===== src/rtl/vid_timing_pkg.sv =====
// Shared defaults for the video timing generator and the helper that locates
// one window's field inside the packed NWIN*CW window buses.
package vid_timing_pkg;

  localparam int CW_DEF   = 12;
  localparam int NWIN_DEF = 2;
  localparam int DLY_DEF  = 2;

  // Window k of a packed NWIN*CW bus occupies [win_lsb(k, cw) +: cw].
  function automatic int win_lsb(input int k, input int cw);
    return k * cw;
  endfunction

endpackage


===== src/rtl/vid_win_cmp.sv =====
// Single rectangular read-enable window test against active-area coordinates,
// registered so it lines up with the first decode stage of the top.
module vid_win_cmp
  import vid_timing_pkg::*;
#(
  parameter int CW = CW_DEF
) (
  input  logic          I_pxl_clk,
  input  logic          I_rst_n,
  input  logic          de,
  input  logic [CW-1:0] x_rel,
  input  logic [CW-1:0] y_rel,
  input  logic [CW-1:0] win_x,
  input  logic [CW-1:0] win_y,
  input  logic [CW-1:0] win_w,
  input  logic [CW-1:0] win_h,
  output logic          rden
);

  logic [CW:0] x_end;
  logic [CW:0] y_end;
  logic        hit;

  always_comb begin
    x_end = {1'b0, win_x} + {1'b0, win_w};
    y_end = {1'b0, win_y} + {1'b0, win_h};
    // Zero width or height yields an empty range, which disables the window.
    hit = de && (x_rel >= win_x) && ({1'b0, x_rel} < x_end)
             && (y_rel >= win_y) && ({1'b0, y_rel} < y_end);
  end

  always_ff @(posedge I_pxl_clk or negedge I_rst_n) begin
    if (!I_rst_n) rden <= 1'b0;
    else          rden <= hit;
  end

endmodule


===== src/rtl/vid_timing_gen.sv =====
// Raster timing generator: shadowed timing/window registers, H/V counters and
// a DLY-deep output pipeline with NWIN rectangular read-enable windows.
module vid_timing_gen
  import vid_timing_pkg::*;
#(
  parameter int CW   = CW_DEF,
  parameter int NWIN = NWIN_DEF,
  parameter int DLY  = DLY_DEF
) (
  input  logic                 I_pxl_clk,
  input  logic                 I_rst_n,
  input  logic                 I_en,
  input  logic [CW-1:0]        I_h_total,
  input  logic [CW-1:0]        I_h_sync,
  input  logic [CW-1:0]        I_h_bporch,
  input  logic [CW-1:0]        I_h_res,
  input  logic [CW-1:0]        I_v_total,
  input  logic [CW-1:0]        I_v_sync,
  input  logic [CW-1:0]        I_v_bporch,
  input  logic [CW-1:0]        I_v_res,
  input  logic                 I_hs_pol,
  input  logic                 I_vs_pol,
  input  logic                 I_cfg_upd,
  input  logic [NWIN*CW-1:0]   I_win_x,
  input  logic [NWIN*CW-1:0]   I_win_y,
  input  logic [NWIN*CW-1:0]   I_win_w,
  input  logic [NWIN*CW-1:0]   I_win_h,
  output logic                 O_cfg_ack,
  output logic                 O_de,
  output logic                 O_hs,
  output logic                 O_vs,
  output logic [NWIN-1:0]      O_rden,
  output logic                 O_sof,
  output logic                 O_eol,
  output logic [CW-1:0]        O_x,
  output logic [CW-1:0]        O_y
);

  logic [CW-1:0]      h_total, h_sync, h_bporch, h_res;
  logic [CW-1:0]      v_total, v_sync, v_bporch, v_res;
  logic               hs_pol, vs_pol;
  logic [NWIN*CW-1:0] win_x, win_y, win_w, win_h;

  logic [CW-1:0] h_cnt, v_cnt;
  logic [CW:0]   h_nxt, v_nxt;
  logic          run, frame_end, load, cfg_ack;

  assign h_nxt = {1'b0, h_cnt} + (CW+1)'(1);
  assign v_nxt = {1'b0, v_cnt} + (CW+1)'(1);

  // A zero total means there is no raster to scan, so it behaves as disabled.
  assign run       = I_en && (h_total != '0) && (v_total != '0);
  assign frame_end = (h_nxt == {1'b0, h_total}) && (v_nxt == {1'b0, v_total});
  assign load      = I_cfg_upd && (!run || frame_end);

  always_ff @(posedge I_pxl_clk or negedge I_rst_n) begin
    if (!I_rst_n) begin
      h_total  <= '0; h_sync   <= '0; h_bporch <= '0; h_res <= '0;
      v_total  <= '0; v_sync   <= '0; v_bporch <= '0; v_res <= '0;
      hs_pol   <= 1'b0; vs_pol <= 1'b0;
      win_x    <= '0; win_y <= '0; win_w <= '0; win_h <= '0;
      cfg_ack  <= 1'b0;
    end else begin
      cfg_ack <= load;
      if (load) begin
        h_total  <= I_h_total;  h_sync   <= I_h_sync;
        h_bporch <= I_h_bporch; h_res    <= I_h_res;
        v_total  <= I_v_total;  v_sync   <= I_v_sync;
        v_bporch <= I_v_bporch; v_res    <= I_v_res;
        hs_pol   <= I_hs_pol;   vs_pol   <= I_vs_pol;
        win_x    <= I_win_x;    win_y    <= I_win_y;
        win_w    <= I_win_w;    win_h    <= I_win_h;
      end
    end
  end

  always_ff @(posedge I_pxl_clk or negedge I_rst_n) begin
    if (!I_rst_n) begin
      h_cnt <= '0;
      v_cnt <= '0;
    end else if (!run) begin
      h_cnt <= '0;
      v_cnt <= '0;
    end else if (h_nxt >= {1'b0, h_total}) begin
      h_cnt <= '0;
      v_cnt <= (v_nxt >= {1'b0, v_total}) ? '0 : v_nxt[CW-1:0];
    end else begin
      h_cnt <= h_nxt[CW-1:0];
    end
  end

  logic [CW:0]   h_act, h_end, h_lim, v_act, v_end, v_lim;
  logic          de0, hs0, vs0, sof0, eol0;
  logic [CW-1:0] x0, y0;

  always_comb begin
    h_act = {1'b0, h_sync} + {1'b0, h_bporch};
    h_end = h_act + {1'b0, h_res};
    h_lim = (h_end > {1'b0, h_total}) ? {1'b0, h_total} : h_end;
    v_act = {1'b0, v_sync} + {1'b0, v_bporch};
    v_end = v_act + {1'b0, v_res};
    v_lim = (v_end > {1'b0, v_total}) ? {1'b0, v_total} : v_end;

    de0  = run && ({1'b0, h_cnt} >= h_act) && ({1'b0, h_cnt} < h_lim)
               && ({1'b0, v_cnt} >= v_act) && ({1'b0, v_cnt} < v_lim);
    hs0  = (run && (h_cnt < h_sync)) ^ ~hs_pol;
    vs0  = (run && (v_cnt < v_sync)) ^ ~vs_pol;
    sof0 = de0 && ({1'b0, h_cnt} == h_act) && ({1'b0, v_cnt} == v_act);
    eol0 = de0 && (h_nxt == h_end);

    x0 = '0;
    y0 = '0;
    if (de0) begin
      x0 = h_cnt - h_act[CW-1:0];
      y0 = v_cnt - v_act[CW-1:0];
    end
  end

  // Window compares register internally, forming pipeline stage one for rden.
  logic [NWIN-1:0] rden_s1;

  for (genvar k = 0; k < NWIN; k++) begin : g_win
    vid_win_cmp #(.CW(CW)) u_win_cmp (
      .I_pxl_clk (I_pxl_clk),
      .I_rst_n   (I_rst_n),
      .de        (de0),
      .x_rel     (x0),
      .y_rel     (y0),
      .win_x     (win_x[win_lsb(k, CW) +: CW]),
      .win_y     (win_y[win_lsb(k, CW) +: CW]),
      .win_w     (win_w[win_lsb(k, CW) +: CW]),
      .win_h     (win_h[win_lsb(k, CW) +: CW]),
      .rden      (rden_s1[k])
    );
  end

  logic [DLY-1:0] de_q, hs_q, vs_q, sof_q, eol_q;
  logic [CW-1:0]  x_q [DLY];
  logic [CW-1:0]  y_q [DLY];

  always_ff @(posedge I_pxl_clk or negedge I_rst_n) begin
    if (!I_rst_n) begin
      de_q  <= '0;
      hs_q  <= '1;
      vs_q  <= '1;
      sof_q <= '0;
      eol_q <= '0;
      for (int i = 0; i < DLY; i++) begin
        x_q[i] <= '0;
        y_q[i] <= '0;
      end
    end else begin
      de_q[0]  <= de0;
      hs_q[0]  <= hs0;
      vs_q[0]  <= vs0;
      sof_q[0] <= sof0;
      eol_q[0] <= eol0;
      x_q[0]   <= x0;
      y_q[0]   <= y0;
      for (int i = 1; i < DLY; i++) begin
        de_q[i]  <= de_q[i-1];
        hs_q[i]  <= hs_q[i-1];
        vs_q[i]  <= vs_q[i-1];
        sof_q[i] <= sof_q[i-1];
        eol_q[i] <= eol_q[i-1];
        x_q[i]   <= x_q[i-1];
        y_q[i]   <= y_q[i-1];
      end
    end
  end

  if (DLY == 1) begin : g_rden_d1
    assign O_rden = rden_s1;
  end else begin : g_rden_dn
    logic [NWIN-1:0] rden_q [DLY-1];

    always_ff @(posedge I_pxl_clk or negedge I_rst_n) begin
      if (!I_rst_n) begin
        for (int i = 0; i < DLY-1; i++) rden_q[i] <= '0;
      end else begin
        rden_q[0] <= rden_s1;
        for (int i = 1; i < DLY-1; i++) rden_q[i] <= rden_q[i-1];
      end
    end

    assign O_rden = rden_q[DLY-2];
  end

  assign O_cfg_ack = cfg_ack;
  assign O_de      = de_q[DLY-1];
  assign O_hs      = hs_q[DLY-1];
  assign O_vs      = vs_q[DLY-1];
  assign O_sof     = sof_q[DLY-1];
  assign O_eol     = eol_q[DLY-1];
  assign O_x       = x_q[DLY-1];
  assign O_y       = y_q[DLY-1];

endmodule

===== config.mk =====
export PLATFORM = sky130hd
export DESIGN_NAME = vid_timing_gen
export DESIGN_NICKNAME = d
export VERILOG_FILES = /design/src/rtl/vid_timing_pkg.sv /design/src/rtl/vid_win_cmp.sv /design/src/rtl/vid_timing_gen.sv
export SDC_FILE = /design/constraint.sdc
export NUM_CORES = 1
export LEC_CHECK = 0
export ABC_AREA = 1
export CAP_MARGIN = 20
export CELL_PAD_IN_SITES_DETAIL_PLACEMENT = 1
export CELL_PAD_IN_SITES_GLOBAL_PLACEMENT = 2
export CORE_ASPECT_RATIO = 1.2
export CORE_MARGIN = 2
export CORE_UTILIZATION = 37
export DETAILED_ROUTE_END_ITERATION = 6
export GPL_ROUTABILITY_DRIVEN = 0
export GPL_TIMING_DRIVEN = 0
export HOLD_SLACK_MARGIN = 0.03
export PLACE_DENSITY_LB_ADDON = 0.1
export SETUP_SLACK_MARGIN = 0.3
export SLEW_MARGIN = 20
export SYNTH_ARGS = -nofsm -noshare
export SYNTH_HDL_FRONTEND = slang
export SYNTH_SLANG_ARGS = --single-unit

===== constraint.sdc =====
create_clock -name I_pxl_clk -period 11.55 [get_ports I_pxl_clk]
set_clock_uncertainty 0.2 [all_clocks]
set_input_delay 1.155 -clock I_pxl_clk [delete_from_list [all_inputs] [get_ports I_pxl_clk]]
set_output_delay 1.155 -clock I_pxl_clk [all_outputs]
set_load 0.03 [all_outputs]

==> impl_metrics.env <==
export IMPL_cts_sinks=281
export IMPL_initial_utilization=0.3754
export IMPL_p_per_area_nw_per_um2=179.5
export IMPL_area_delta_synth_final_pct=22.43
export IMPL_placementRows=93
export IMPL_grt_pass1_wl_um=106100
export IMPL_dieArea_um2=56550
export IMPL_routedWlPerCell_um=19.34
export IMPL_cap_violations=0
export IMPL_holdPathEnd="O_rden[1]"
export IMPL_ctsHtreeMaxLevel=2
export IMPL_cts_root_buf="clkbuf_16"
export IMPL_r2r_end="g_win[0].u_win_cmp.rden"
export IMPL_synth_ff_type="dfrtp_1"
export IMPL_overflow=0
export IMPL_syn_num_nets=3053
export IMPL_grt_pass1_vias=19270
export IMPL_crit_path_max_incr_delay_ns=0.60
export IMPL_power_mw=4.444
export IMPL_core_area_um2=53880
export IMPL_dieWidth_um=217.4
export IMPL_ioPinCount=230
export IMPL_timing_slew_headroom=0.4226
export IMPL_mostFrequentLayoutCell="nand2_1"
export IMPL_hold_class="register to register"
export IMPL_io_buffers=229
export IMPL_dr_pass1_iters=5
export IMPL_clkTransAtPathRegs_ns=0.06
export IMPL_synth_area_leaders="dfrtp_1, ha_1, nand2_1, inv_1, o21ai_0"
export IMPL_place_area_um2=23520
export IMPL_via_count=17890
export IMPL_critPathKind="register to register"
export IMPL_yosysTopAreaCellShare=0.3427
export IMPL_reg2reg_depth=50
export IMPL_synth_area_um2=20220
export IMPL_cp_common_cell="nand2_1"
export IMPL_finalCritPeriodShare=0.8410
export IMPL_post_cts_resized=0
export IMPL_finalWirelength_um=68590
export IMPL_netlist_cell_type_count=55
export IMPL_holdWs_ns=0.1436
export IMPL_slew_viol_final=0
export IMPL_min_delay_start="g_win[1].u_win_cmp.rden"
export IMPL_synth_seq_area_share=0.3479
export IMPL_antenna_found_initial=2
export IMPL_critPathLaunchType="register"
export IMPL_drt_initial_drc_count=769
export IMPL_grt_usage=0.2451
export IMPL_hold_viol=0
export IMPL_die_h_um=260.1
export IMPL_cts_hold_buf=0
export IMPL_crit_slowest_cell="nor2_1"
export IMPL_p_leak_nw=12.96
export IMPL_critPathArrivalTime_ns=9.95
export IMPL_synth_seq_cells=281
export IMPL_setup_viol=0
export IMPL_ant_nets=0
export IMPL_worst_pin_slew_ns=0.8629
export IMPL_layout_nets=3324
export IMPL_status="finished clean"
export IMPL_period_needed_ns=9.714
export IMPL_grt_max_degree=81
export IMPL_layout_common_cells="nand2_1, inv_1, ha_1, dfrtp_1, clkdlybuf4s50_1"
export IMPL_async_reset_ff_frac=1.000
export IMPL_synth_warnings=0
export IMPL_drive_above_1_share=0.06316
export IMPL_synth_edf_count=0
export IMPL_clock_latency_ns=0.57
export IMPL_postCtsSetupRepairBufs=0
export IMPL_finalSetupTns_ns=0
export IMPL_fmax_mhz=102.9
export IMPL_drcViolationCount=0
export IMPL_synth_area_leader_cell="dfrtp_1"
export IMPL_numCtsBuffers=36
export IMPL_cp_end_kind="register"
export IMPL_cts_tree="yes"
export IMPL_synthCells=2537
export IMPL_vdd_drop_max_mv=0.09516
export IMPL_vias_per_cell=5.045
export IMPL_place_detailed_hpwl_um=56070
export IMPL_critPathRequiredTime_ns=11.79
export IMPL_final_util=0.4596
export IMPL_r2r_start="v_sync[0]"
export IMPL_path_max_fanout=10
export IMPL_clock_path_buffers=3
export IMPL_reg2reg_slack_ns=1.84
export IMPL_synth_avg_cell_area_um2=7.972
export IMPL_rsz0062_at_grt="no"
export IMPL_final_area_um2=24760
export IMPL_whs_path_depth=0
## worst max-delay path by stage
stage | start | to | slack, ns | cells past startpoint
2_1_floorplan | v_sync[0] | g_win[1].u_win_cmp.rden | 4.56 | 47
3_3_place_gp | I_rst_n | v_res[5] | -3.42 | 1
3_5_place_dp | v_sync[0] | g_win[0].u_win_cmp.rden | 1.75 | 48
4_1_cts | v_sync[0] | g_win[0].u_win_cmp.rden | 1.67 | 48
5_1_grt | v_sync[0] | g_win[0].u_win_cmp.rden | 0.91 | 48
6_report | v_sync[0] | g_win[0].u_win_cmp.rden | 1.84 | 50
## report_power, final
group | internal, mW | switching (mW) | total, mW
Sequential | 1.08 | 0.0742 | 1.16
Combinational | 0.754 | 1.35 | 2.10
Clock | 0.714 | 0.471 | 1.18
Total | 2.55 | 1.89 | 4.44
## synthesized netlist by cell type (27+ instances only)
| library cell | instances |
|---|---|
| a21oi_1 | 149 |
| buf_2 | 34 |
| dfrtp_1 | 277 |
| ha_1 | 308 |
| inv_1 | 324 |
| nand2_1 | 733 |
| nand3_1 | 70 |
| nand4_1 | 27 |
| nor2_1 | 102 |
| nor3_1 | 28 |
| o21ai_0 | 156 |
| xnor2_1 | 31 |
| xor2_1 | 78 |
## worst max-delay path, delay by kind of cell, from the launching register on
family	cells	cell delay, ns
AO/OA/AOI/OAI	16	2.86
AND/OR/NAND/NOR	20	2.63
adder cells (fa/ha/maj)	6	2.02
buffers and inverters	6	0.78
XOR/XNOR	2	0.64
flip-flops	1	0.42
## registers in the layout (all words and copies together), names as in the netlist, 24 cells and up
register	flops
win_w	24
win_x	24
win_h	24
win_y	24
## kinds of logic (layout without fill, tap and decap cells)
| group | count (synthesis) | in the layout | share of synthesized area |
|---|---|---|---|
| adders and majority gates | 318 | 318 | 0.2004 |
| DFF | 281 | 281 | 0.3479 |
| other | 0 | 1 | 0 |
| AOI/OAI and AO/OA | 420 | 420 | 0.1163 |
| and+or+nand+nor | 1006 | 1006 | 0.2050 |
| xor gates and xnor gates | 110 | 110 | 0.04801 |
| buffers and inverters | 402 | 699 | 0.08228 |
## routing by layer
layer,track usage,up-vias,share of wire
met5,0,-,0
met4,0.08790,0,0.037
met3,0.03439,117,0.037
met2,0.4416,318,0.50
met1,0.2961,8653,0.43
li1,-,8805,-
## layout make-up
cell class	instances	area, µm²
Antenna cell	1	2.502
Buffer	74	432.9
Clock buffer	49	1062
Clock inverter	15	178.9
Fill cell	6573	29110
Inverter	328	1231
Multi-Input combinational cell	1854	11540
Sequential cell	281	7037
Tap cell	712	890.9
Timing Repair Buffer	233	2387
## stage by stage
step           setup WS (ns)  std cells
4_1_cts                1.672       3546
3_5_place_dp           1.749       3482
6_report               1.836       3547
3_3_place_gp          -3.417       3478
5_1_grt               0.9135       3547
2_1_floorplan          4.559       2537
Note: power is estimated with default switching activity, not from simulation.
